### config.mk
export PLATFORM = sky130hd
export DESIGN_NAME = apb_master_arbiter
export DESIGN_NICKNAME = d
export VERILOG_FILES = /design/src/rtl/apb_pkg.sv /design/src/rtl/apb_rr_arbiter.sv /design/src/rtl/apb_master_arbiter.sv
export SDC_FILE = /design/constraint.sdc
export NUM_CORES = 1
export LEC_CHECK = 0
export BUFFER_PORTS_ARGS = -buffer_cell sky130_fd_sc_hd__buf_2
export CAP_MARGIN = 15
export CORE_MARGIN = 10
export CORE_UTILIZATION = 39
export DETAILED_ROUTE_END_ITERATION = 10
export PLACE_DENSITY = 0.76
export SETUP_SLACK_MARGIN = 0.5
export SYNTH_ARGS = -nofsm -noshare
export SYNTH_HDL_FRONTEND = slang
export SYNTH_SLANG_ARGS = --single-unit
### constraint.sdc
create_clock -name PCLK -period 1.5 [get_ports PCLK]
set_clock_uncertainty 0.1 [all_clocks]
set_input_delay 0.225 -clock PCLK [delete_from_list [all_inputs] [get_ports PCLK]]
set_output_delay 0.225 -clock PCLK [all_outputs]
set_load 0.02 [all_outputs]
### src/rtl/apb_pkg.sv
// Shared types and constants for the APB master arbiter.
//   apb_state_t : bus phase of the shared master port
//   *_DEF       : default address/data widths
//   PROT_*      : PPROT bit masks
//   clog2_min1  : index/counter width helper, never returns 0
package apb_pkg;

  typedef enum logic [1:0] {
    IDLE   = 2'd0,
    SETUP  = 2'd1,
    ACCESS = 2'd2
  } apb_state_t;

  localparam int unsigned ADDR_W_DEF = 32;
  localparam int unsigned DATA_W_DEF = 32;
  localparam int unsigned PROT_W     = 3;

  localparam logic [PROT_W-1:0] PROT_PRIV      = 3'b001;
  localparam logic [PROT_W-1:0] PROT_NONSECURE = 3'b010;
  localparam logic [PROT_W-1:0] PROT_INSTR     = 3'b100;

  function automatic int unsigned clog2_min1(input int unsigned n);
    return (n > 1) ? int'($clog2(n)) : 1;
  endfunction

endpackage

### src/rtl/apb_rr_arbiter.sv
// Round-robin arbiter for the APB master port.
//   clk, rst      : clock, synchronous active-high reset
//   req           : pending request per requester
//   advance       : grant was taken this cycle; move the search start past it
//   grant_c       : onehot0 grant (combinational)
//   grant_idx_c   : binary index of grant_c (combinational)
//   grant_valid_c : any request pending (combinational)
module apb_rr_arbiter
  import apb_pkg::*;
#(
  parameter int unsigned NUM_REQ = 2,
  localparam int unsigned IDX_W = clog2_min1(NUM_REQ)
) (
  input  logic               clk,
  input  logic               rst,
  input  logic [NUM_REQ-1:0] req,
  input  logic               advance,
  output logic [NUM_REQ-1:0] grant_c,
  output logic [IDX_W-1:0]   grant_idx_c,
  output logic               grant_valid_c
);

  // ptr_q is the first requester searched; 0 after reset.
  logic [IDX_W-1:0] ptr_q;
  logic [IDX_W-1:0] ptr_d;

  // First pending requester at or after ptr_q, wrapping.
  always_comb begin
    int unsigned idx;
    idx           = 0;
    grant_c       = '0;
    grant_idx_c   = '0;
    grant_valid_c = 1'b0;
    for (int unsigned k = 0; k < NUM_REQ; k++) begin
      idx = (32'(ptr_q) + k) % NUM_REQ;
      if (!grant_valid_c && req[IDX_W'(idx)]) begin
        grant_valid_c = 1'b1;
        grant_idx_c   = IDX_W'(idx);
      end
    end
    if (grant_valid_c) begin
      grant_c = NUM_REQ'(1) << grant_idx_c;
    end
  end

  // Pointer moves to the requester after the one just served.
  always_comb begin
    ptr_d = ptr_q;
    if (advance && grant_valid_c) begin
      ptr_d = (grant_idx_c == IDX_W'(NUM_REQ - 1)) ? '0 : grant_idx_c + IDX_W'(1);
    end
  end

  always_ff @(posedge clk) begin
    if (rst) begin
      ptr_q <= '0;
    end else begin
      ptr_q <= ptr_d;
    end
  end

endmodule

### src/rtl/apb_master_arbiter.sv
// Shares one APB4 master port among NUM_REQ requesters with round-robin
// arbitration, SETUP/ACCESS sequencing, wait states and a PREADY timeout.
//   PCLK, PRESET     : clock, synchronous active-high reset
//   req_valid/ready  : per-requester handshake (req_ready combinational, onehot0)
//   req_write/addr/wdata/strb/prot : flattened per-requester transfer fields
//   rsp_valid        : one-cycle onehot0 completion pulse
//   rsp_rdata/err    : read data / error of the completing transfer, held
//   PSEL..PPROT      : APB4 request outputs (registered)
//   PRDATA/PREADY/PSLVERR : APB4 completion inputs
module apb_master_arbiter
  import apb_pkg::*;
#(
  parameter int unsigned NUM_REQ     = 2,
  parameter int unsigned ADDR_W      = ADDR_W_DEF,
  parameter int unsigned DATA_W      = DATA_W_DEF,
  parameter int unsigned TIMEOUT_CYC = 16
) (
  input  logic                          PCLK,
  input  logic                          PRESET,
  input  logic [NUM_REQ-1:0]            req_valid,
  output logic [NUM_REQ-1:0]            req_ready,
  input  logic [NUM_REQ-1:0]            req_write,
  input  logic [NUM_REQ*ADDR_W-1:0]     req_addr,
  input  logic [NUM_REQ*DATA_W-1:0]     req_wdata,
  input  logic [NUM_REQ*DATA_W/8-1:0]   req_strb,
  input  logic [NUM_REQ*PROT_W-1:0]     req_prot,
  output logic [NUM_REQ-1:0]            rsp_valid,
  output logic [DATA_W-1:0]             rsp_rdata,
  output logic                          rsp_err,
  output logic                          PSEL,
  output logic                          PENABLE,
  output logic                          PWRITE,
  output logic [ADDR_W-1:0]             PADDR,
  output logic [DATA_W-1:0]             PWDATA,
  output logic [DATA_W/8-1:0]           PSTRB,
  output logic [PROT_W-1:0]             PPROT,
  input  logic [DATA_W-1:0]             PRDATA,
  input  logic                          PREADY,
  input  logic                          PSLVERR
);

  localparam int unsigned STRB_W = DATA_W / 8;
  localparam int unsigned IDX_W  = clog2_min1(NUM_REQ);
  localparam int unsigned CNT_W  = clog2_min1(TIMEOUT_CYC);

  apb_state_t       state_q, state_d;
  logic [CNT_W-1:0] cnt_q, cnt_d;
  logic [IDX_W-1:0] lat_idx_q, lat_idx_d;

  logic                 psel_d, penable_d, pwrite_d;
  logic [ADDR_W-1:0]    paddr_d;
  logic [DATA_W-1:0]    pwdata_d;
  logic [STRB_W-1:0]    pstrb_d;
  logic [PROT_W-1:0]    pprot_d;
  logic [NUM_REQ-1:0]   rsp_valid_d;
  logic [DATA_W-1:0]    rsp_rdata_d;
  logic                 rsp_err_d;

  logic [NUM_REQ-1:0]   grant_c;
  logic [IDX_W-1:0]     grant_idx_c;
  logic                 grant_valid_c;
  logic                 accept_c;
  logic                 timeout_hit_c;

  logic                 sel_write;
  logic [ADDR_W-1:0]    sel_addr;
  logic [DATA_W-1:0]    sel_wdata;
  logic [STRB_W-1:0]    sel_strb;
  logic [PROT_W-1:0]    sel_prot;

  apb_rr_arbiter #(
    .NUM_REQ (NUM_REQ)
  ) u_arb (
    .clk           (PCLK),
    .rst           (PRESET),
    .req           (req_valid),
    .advance       (accept_c),
    .grant_c       (grant_c),
    .grant_idx_c   (grant_idx_c),
    .grant_valid_c (grant_valid_c)
  );

  // Accept in IDLE, or back-to-back on the completing ACCESS cycle; never in reset.
  always_comb begin
    accept_c      = !PRESET && grant_valid_c &&
                    ((state_q == IDLE) || ((state_q == ACCESS) && PREADY));
    timeout_hit_c = (TIMEOUT_CYC != 0) && (cnt_q == CNT_W'(TIMEOUT_CYC - 1));
    req_ready     = accept_c ? grant_c : '0;
  end

  // Fields of the granted requester.
  always_comb begin
    sel_write = 1'b0;
    sel_addr  = '0;
    sel_wdata = '0;
    sel_strb  = '0;
    sel_prot  = '0;
    for (int unsigned i = 0; i < NUM_REQ; i++) begin
      if (grant_idx_c == IDX_W'(i)) begin
        sel_write = req_write[i];
        sel_addr  = req_addr[i*ADDR_W +: ADDR_W];
        sel_wdata = req_wdata[i*DATA_W +: DATA_W];
        sel_strb  = req_strb[i*STRB_W +: STRB_W];
        sel_prot  = req_prot[i*PROT_W +: PROT_W];
      end
    end
  end

  // Next state, bus fields and response.
  always_comb begin
    state_d     = state_q;
    cnt_d       = cnt_q;
    lat_idx_d   = lat_idx_q;
    pwrite_d    = PWRITE;
    paddr_d     = PADDR;
    pwdata_d    = PWDATA;
    pstrb_d     = PSTRB;
    pprot_d     = PPROT;
    rsp_valid_d = '0;
    rsp_rdata_d = rsp_rdata;
    rsp_err_d   = rsp_err;

    case (state_q)
      IDLE: begin
        if (accept_c) state_d = SETUP;
      end
      SETUP: begin
        state_d = ACCESS;
        cnt_d   = '0;
      end
      ACCESS: begin
        if (PREADY) begin
          rsp_valid_d = NUM_REQ'(1) << lat_idx_q;
          rsp_rdata_d = PWRITE ? '0 : PRDATA;
          rsp_err_d   = PSLVERR;
          state_d     = accept_c ? SETUP : IDLE;
        end else if (timeout_hit_c) begin
          rsp_valid_d = NUM_REQ'(1) << lat_idx_q;
          rsp_rdata_d = '0;
          rsp_err_d   = 1'b1;
          state_d     = IDLE;
        end else begin
          cnt_d = cnt_q + CNT_W'(1);
        end
      end
      default: state_d = IDLE;
    endcase

    // Reads drive zero strobes and zero write data.
    if (accept_c) begin
      lat_idx_d = grant_idx_c;
      pwrite_d  = sel_write;
      paddr_d   = sel_addr;
      pwdata_d  = sel_write ? sel_wdata : '0;
      pstrb_d   = sel_write ? sel_strb : '0;
      pprot_d   = sel_prot;
    end

    psel_d    = (state_d != IDLE);
    penable_d = (state_d == ACCESS);
  end

  always_ff @(posedge PCLK) begin
    if (PRESET) begin
      state_q   <= IDLE;
      cnt_q     <= '0;
      lat_idx_q <= '0;
      PSEL      <= 1'b0;
      PENABLE   <= 1'b0;
      PWRITE    <= 1'b0;
      PADDR     <= '0;
      PWDATA    <= '0;
      PSTRB     <= '0;
      PPROT     <= '0;
      rsp_valid <= '0;
      rsp_rdata <= '0;
      rsp_err   <= 1'b0;
    end else begin
      state_q   <= state_d;
      cnt_q     <= cnt_d;
      lat_idx_q <= lat_idx_d;
      PSEL      <= psel_d;
      PENABLE   <= penable_d;
      PWRITE    <= pwrite_d;
      PADDR     <= paddr_d;
      PWDATA    <= pwdata_d;
      PSTRB     <= pstrb_d;
      PPROT     <= pprot_d;
      rsp_valid <= rsp_valid_d;
      rsp_rdata <= rsp_rdata_d;
      rsp_err   <= rsp_err_d;
    end
  end

endmodule

# After elaboration in Yosys (flattened, before gate mapping)
# Cells that the tools add are included.
[op_classes] reduce_logical=15 add_sub_neg=3 eq_ne=6 bitwise_logic=1 n_lt_le_gt_ge=2 n_mux=33 shifts=2
[ops] cell="32-bit two-way mux" count=6
[ops] cell="4-bit two-way mux" count=4
[ops] cell="2-bit two-way mux" count=7
[ops] cell="1-bit two-way mux" count=13
[ops] cell="4-bit case mux with 2 select lines" count=1
[ops] cell="2-bit case mux with 3 select lines" count=1
[ops] cell="2-bit nonzero test" count=3
[ops] cell="1-bit logical AND" count=5
[ops] cell="4-bit by 1-bit adder with 4-bit output, second input constant" count=1
[ops] cell="2-bit equality test, second input constant" count=2
[ops] cell="4-bit equality test, second input constant" count=1
[ops] cell="1-bit by 2-bit < comparator with 1-bit output, second input constant" count=2
[ops] cell="2-bit inequality test, second input constant" count=2
[ops] cell="1-bit by 1-bit << shifter with 2-bit output, first input constant" count=2
[ops] cell="3-bit two-way mux" count=1
[ops] cell="3-bit AND reduction" count=1
[ops] cell="1-bit adder, second input constant" count=2
[ops] cell="2-bit by 1-bit equality test with 1-bit output, second input constant" count=1
[ops] cell="1-bit logical NOT" count=2
[ops] cell="2-bit logical NOT" count=1
[ops] cell="2-bit AND reduction" count=1
[ops] cell="2-bit OR reduction" count=1
[ops] cell="1-bit logical OR" count=1
[ops] cell="1-bit NOT" count=1
[totals] output_inout_bits=111 word_cells=76 in_bits=182 register_bits=117

# Longest topological paths before layout
[depth] depth_word=12 mapped_depth=6 ltp_nobuf=4

# Cells and area by module
# From an unflattened synthesis, not the netlist that was laid out.
[hier_totals] hier_cells=518 hier_area_um2=5141.2
[by_module_without_submodules] module="apb_master_arbiter" instances=1 area_per_inst_um2=5062.4 seq_area_each_um2=2322.2 cells_each=509
[by_module_without_submodules] module="apb_rr_arbiter" instances=1 area_per_inst_um2=78.8 seq_area_each_um2=20.0 cells_each=9

# Least setup slack after synthesis
# No wires, ideal clock.
[synth_timing] path_kind="register to output" start="register state_q[0]" end="output port req_ready[0]" n_path_buf=3 stages_incl_launch_ff=6 arrival_ns=1.269 required_time_ns=1.175 slack_ns=-0.094 path_cell_list="dfxtp_1 buf_2 nor2_2 buf_2 buf_2 and3_1"
[synth_between] elab_chain_cells=5 word_cells_on_any_way=6 cone_classes="eq/ne (1); mux (1); reduce/logical (4)"
[synth_lines] item="from (decl)" line_no="apb_master_arbiter.sv:46" rtl="apb_state_t state_q, state_d;"
[synth_lines] item="from (signal assigned)" line_no="apb_master_arbiter.sv:179" rtl="state_q <= state_d;"
[synth_lines] item="2-bit equality test" line_no="apb_master_arbiter.sv:86" rtl="((state_q == IDLE) || ((state_q == ACCESS) && PREADY));"
[synth_lines] item="1-bit logical AND" line_no="apb_master_arbiter.sv:86"
[synth_lines] item="1-bit logical OR *" line_no="apb_master_arbiter.sv:86"
[synth_lines] item="1-bit logical AND *" line_no="apb_master_arbiter.sv:85" rtl="accept_c = !PRESET && grant_valid_c &&"
[synth_lines] item="2-bit two-way mux *" line_no="apb_master_arbiter.sv:88" rtl="req_ready = accept_c ? grant_c : '0;"
[synth_lines] item="to (decl)" line_no="apb_master_arbiter.sv:21" rtl="output logic [NUM_REQ-1:0] req_ready,"
# Mark *: on every way between the ends. The rest lies on a longest branch, timed or not.

# Worst setup path in the final report
[layout_timing] start="register u_arb.ptr_q" end="output port req_ready[1]"
[layout_between] elab_chain_cells=9 word_cells_on_any_way=16 cone_classes="add/sub (1); shift (1); mux (10); reduce/logical (4)"
[layout_lines] item="from (decl)" line_no="apb_rr_arbiter.sv:24" rtl="logic [IDX_W-1:0] ptr_q;"
[layout_lines] item="from (signal assigned)" line_no="apb_rr_arbiter.sv:58" rtl="ptr_q <= ptr_d;"
[layout_lines] item="1-bit two-way mux (not written as such) (2 in a row)" line_no="apb_rr_arbiter.sv:36" rtl="if (!grant_valid_c && req[IDX_W'(idx)]) begin"
[layout_lines] item="1-bit two-way mux" line_no="apb_rr_arbiter.sv:36"
[layout_lines] item="1-bit logical NOT" line_no="apb_rr_arbiter.sv:36"
[layout_lines] item="1-bit logical AND" line_no="apb_rr_arbiter.sv:36"
[layout_lines] item="1-bit two-way mux" line_no="apb_rr_arbiter.sv:36"
[layout_lines] item="1-bit by 1-bit << shifter with 2-bit output or 1-bit logical AND (tied branches)" line_no="apb_rr_arbiter.sv:42, apb_master_arbiter.sv:85"
[layout_lines] item="2-bit two-way mux or 1-bit logical AND (tied branches)" line_no="apb_rr_arbiter.sv:41, apb_master_arbiter.sv:85"
[layout_lines] item="2-bit two-way mux *" line_no="apb_master_arbiter.sv:88"
# Mark *: on every way between the ends. The rest lies on a longest branch, timed or not. The select of a mux whose other input is x is not followed.

==> impl_metrics.prom <==
# TYPE chip_impl_metric gauge
chip_impl_metric{name="grt_first_pass_wirelength",unit="mm"} 39.01
chip_impl_info{name="postSynth.topFlopCell",value="sky130_fd_sc_hd__dfxtp_1"} 1
chip_impl_metric{name="clk_pwr_share",unit="%"} 37.9
chip_impl_metric{name="rows",unit=""} 41
chip_impl_metric{name="floorplan.die.width",unit="um"} 132.5
chip_impl_metric{name="final.period_utilization",unit="%"} 116.8
chip_impl_metric{name="power_frac_seq",unit="%"} 35.7
chip_impl_metric{name="dp_hpwl",unit="mm"} 13.33
chip_impl_metric{name="core-area",unit="um^2"} 12520
chip_impl_metric{name="synth_seq_cells",unit=""} 117
chip_impl_metric{name="fp.dieH",unit="um"} 132.5
chip_impl_metric{name="htree_levels",unit=""} 4
chip_impl_info{name="timing_worst_setup_path_type",value="flop to output port"} 1
chip_impl_metric{name="internal_power",unit="mW"} 7.026
chip_impl_metric{name="drt-initial-drc-count",unit=""} 701
chip_impl_info{name="grt_setup_unrepaired",value="yes"} 1
chip_impl_metric{name="final_cell_area",unit="um^2"} 11110
chip_impl_info{name="crit_path_cell_trace",value="nand2b_4 > nand4_1 > buf_6 > inv_4 > buf_6"} 1
chip_impl_metric{name="drtPass1Iterations",unit=""} 5
chip_impl_metric{name="global_route_met2_usage",unit="%"} 46.97
chip_impl_metric{name="synth.avg_cell_area",unit="um^2"} 9.187
chip_impl_metric{name="tightestPinTransition",unit="ns"} 0.3979
chip_impl_metric{name="cap_viol_max_count",unit=""} 0
chip_impl_metric{name="clock_latency_of_the_later_clocked_register_in_the_worst_skew_pair",unit="ns"} 0.41
chip_impl_metric{name="clock.fmax",unit="GHz"} 0.5707
chip_impl_metric{name="design.final.nets",unit=""} 1202
chip_impl_metric{name="routed_wirelength",unit="mm"} 31.36
chip_impl_metric{name="clk_path_buf_depth",unit=""} 2
chip_impl_metric{name="clock_sinks",unit=""} 117
chip_impl_metric{name="preCtsSetupSlack",unit="ns"} -0.06865
chip_impl_metric{name="globalRouteMet3Util",unit="%"} 9.387
chip_impl_info{name="hold_class",value="input port to flop"} 1
chip_impl_metric{name="placed_area",unit="um^2"} 6883
chip_impl_metric{name="via_count_of_the_first_global_routing_pass",unit=""} 6993
chip_impl_metric{name="fillerInstances",unit=""} 482
chip_impl_metric{name="worst-endpoint-arrival",unit="ns"} 1.43
chip_impl_metric{name="comb_power_share",unit="%"} 26.4
chip_impl_metric{name="antenna_violations_before_repair",unit=""} 2
chip_impl_metric{name="gr-usage-all-layers",unit="%"} 27.69
chip_impl_metric{name="proportion_of_total_power_due_to_net_switching",unit="%"} 29.10
chip_impl_metric{name="via_per_inst",unit=""} 5.865
chip_impl_metric{name="multi_input_comb_area",unit="um^2"} 2597
chip_impl_metric{name="grt_overflow_total",unit=""} 0
chip_impl_metric{name="ys_seq_area_share",unit="%"} 47.48
chip_impl_info{name="grt.busiest_layer",value="met2"} 1
chip_impl_metric{name="synth_cells",unit=""} 537
chip_impl_metric{name="power_density",unit="nW/um^2"} 891.9
chip_impl_metric{name="timing.final.max_slew_violations",unit=""} 0
chip_impl_metric{name="finalSetupViolations",unit=""} 102
chip_impl_info{name="status",value="finished, violations left"} 1
chip_impl_metric{name="critical_path.max_stage_delay",unit="ns"} 0.38
chip_impl_metric{name="path_max_fanout",unit=""} 3
chip_impl_metric{name="route.antenna.remaining_nets",unit=""} 0
chip_impl_info{name="crit_path_start_kind",value="flop"} 1
chip_impl_metric{name="switchingPower",unit="mW"} 2.883
chip_impl_metric{name="global_route_met1_usage",unit="%"} 29.45
chip_impl_metric{name="gp_congestion",unit=""} 0.8440
chip_impl_metric{name="drive_gt1_share",unit="%"} 63.07
chip_impl_metric{name="area.sequential",unit="um^2"} 2495
chip_impl_metric{name="io_pins",unit=""} 293
chip_impl_metric{name="async_flop_share",unit="%"} 0
chip_impl_metric{name="design.die.area",unit="um^2"} 17550
chip_impl_metric{name="synth_warnings",unit=""} 0
chip_impl_metric{name="numCtsBuffers",unit=""} 17
chip_impl_info{name="cts-root-buf",value="sky130_fd_sc_hd__clkbuf_16"} 1
chip_impl_info{name="failed_checks",value="negative setup slack"} 1
chip_impl_metric{name="final_critical_path_setup_slack",unit="ns"} -0.2524
chip_impl_metric{name="final.min_clock_period",unit="ns"} 1.752
chip_impl_metric{name="grt_max_degree",unit=""} 36
chip_impl_metric{name="area_growth",unit="%"} 125.2
chip_impl_metric{name="numPortBuffers",unit=""} 292
chip_impl_info{name="timing.critical_path.slowest_stage_cell",value="sky130_fd_sc_hd__dfxtp_2"} 1
chip_impl_metric{name="max-vdd-ir-drop",unit="uV"} 889.0
chip_impl_metric{name="total_leakage_power",unit="nW"} 5.139
chip_impl_metric{name="max_slew_margin",unit="%"} 73.05
chip_impl_metric{name="remaining_drc_errors",unit=""} 0
chip_impl_metric{name="synth_fp_nets",unit=""} 720
chip_impl_metric{name="finalHoldViolations",unit=""} 0
chip_impl_metric{name="synth-edff-count",unit=""} 0
chip_impl_info{name="worst_setup_path_end_kind",value="output port"} 1
chip_impl_metric{name="routedWlPerCell",unit="um"} 26.04
chip_impl_metric{name="start_util",unit="%"} 39.41
chip_impl_metric{name="cts.reportedPaths.clkPinSlew",unit="ns"} 0.05
chip_impl_info{name="timing.critical_path.mode_cell",value="sky130_fd_sc_hd__buf_6"} 1
chip_impl_metric{name="synth_cell_types",unit=""} 41
chip_impl_info{name="tritoncts_clock_tree",value="built"} 1
chip_impl_metric{name="worstPathRequired",unit="ns"} 1.17
chip_impl_metric{name="route.vias.total",unit=""} 7062
chip_impl_metric{name="syn-cell-area",unit="um^2"} 4933
[final timing paths]
kind | from | endpoint | slack (ns) | depth (start not counted)
min reg2reg | rsp_rdata[8]$_SDFFE_PP0P_ | rsp_rdata[8]$_SDFFE_PP0P_ | 0.37 | 1
max reg2reg | state_q[0]$_SDFF_PP0_ | PADDR[15]$_SDFFE_PP0P_ | -0.23 | 7
max | u_arb.ptr_q$_SDFFE_PP0P_ | req_ready[1] | -0.25 | 5
min | req_wdata[19] | PWDATA[19]$_SDFFE_PP0P_ | 0.01 | 3
[Yosys cell counts, drive strengths merged (4+ instances only)]
cell type	count	area share, %
a21oi	6	0.61
a22o	32	5.7
buf	27	2.7
clkbuf	23	1.8
dfxtp	117	47
inv	146	11
nand4	39	5.4
nor2	4	0.36
o221ai	71	13
o311ai	36	6.4
[flip-flops by register name, summed over array words and instances, names as in the netlist]
| signal | cells |
|---|---|
| rsp_valid | 2 |
| PSTRB | 4 |
| PWDATA | 32 |
| PADDR | 32 |
| PPROT | 3 |
| state_q | 2 |
| rsp_rdata | 32 |
| PWRITE | 1 |
| lat_idx_q | 1 |
| rsp_err | 1 |
| PSEL | 1 |
| PENABLE | 1 |
| u_arb.ptr_q | 1 |
| cnt_q | 4 |
[cell families after synthesis]
family	synth area share [%]
fa+ha+maj	0.2536
buf+inv	15.65
flops	47.48
simple gates	8.876
compound gates	27.75
[stage by stage]
step                      instances  hold WS [ns]  setup TNS, ns  total power, mW  util, %
after floorplan                 537        0.2331              0            4.239        -
after global placement          986        0.3406       -0.02336            4.859    54.99
after detailed placement        986        0.3462         -1.504            4.878    54.99
after CTS                      1164     0.0006278         -6.542            9.292    79.65
after global routing           1203       0.01533         -15.51            10.17    88.73
final                          1204       0.01361         -10.88            9.909    88.75
[per-layer routing]
| metal | part of all wire (%) | vias to the layer above |
|---|---|---|
| met5 | 0 | - |
| met4 | 6.6 | 0 |
| met3 | 11 | 181 |
| met2 | 49 | 601 |
| met1 | 34 | 3343 |
| li1 | - | 2937 |
[worst max-delay path: cells and delay by family, from the launching register on]
kind                   cells  cell delay, ns
buffers and inverters      3            0.32
flip-flops                 1            0.38
AND/OR/NAND/NOR            2            0.32
[layout by cell type, fill, tap and decap left out, drive strengths merged]
cell type / n
and2: 1
nand3: 3
clkinv: 5
nor4: 3
nor3b: 2
or3: 1
bufinv: 1
nand2: 1
or3b: 1
o31ai: 1
buf: 397
and4b: 1
diode: 3
o211ai: 3
and3: 2
nand2b: 3
nand4: 39
nor2b: 3
nor3: 1
o221ai: 71
a21oi: 6
dlygate4sd3: 107
o211a: 1
o311ai: 36
inv: 146
ha: 1
a31o: 2
a22o: 32
bufbuf: 3
a311oi: 1
and4: 1
nor2: 4
a21boi: 1
o21bai: 1
a31oi: 1
clkbuf: 29
dfxtp: 117
o41ai: 1
[cell type report]
class                      instances  share of cell area (%)
multi-input combinational        224                   23.38
antenna                            3                 0.06758
tap                              172                   1.937
timing repair buffer             513                   42.49
clock buffer                      23                   4.212
sequential                       117                   22.46
inverter                         146                   4.956
clock inverter                     6                  0.4956
[power groups by stage]
stage | Combinational [mW] | Clock (mW) | Sequential (mW)
2_1_floorplan | 0.542 | 0 | 3.70
6_report | 2.62 | 3.76 | 3.53
5_1_grt | 2.72 | 3.91 | 3.54
3_3_place_gp | 1.39 | 0 | 3.47
3_5_place_dp | 1.40 | 0 | 3.47
4_1_cts | 2.13 | 3.70 | 3.46
[timing repair]
item,4_1_cts,5_1_grt
gates resized for setup,273,215
endpoints found under the hold margin,100,0
endpoints found under the setup margin,228,228
gates cloned,12,6
hold buffers,107,0
buffers inserted,30,31
pin swaps,11,42
Power figures use the tool's default switching activity.
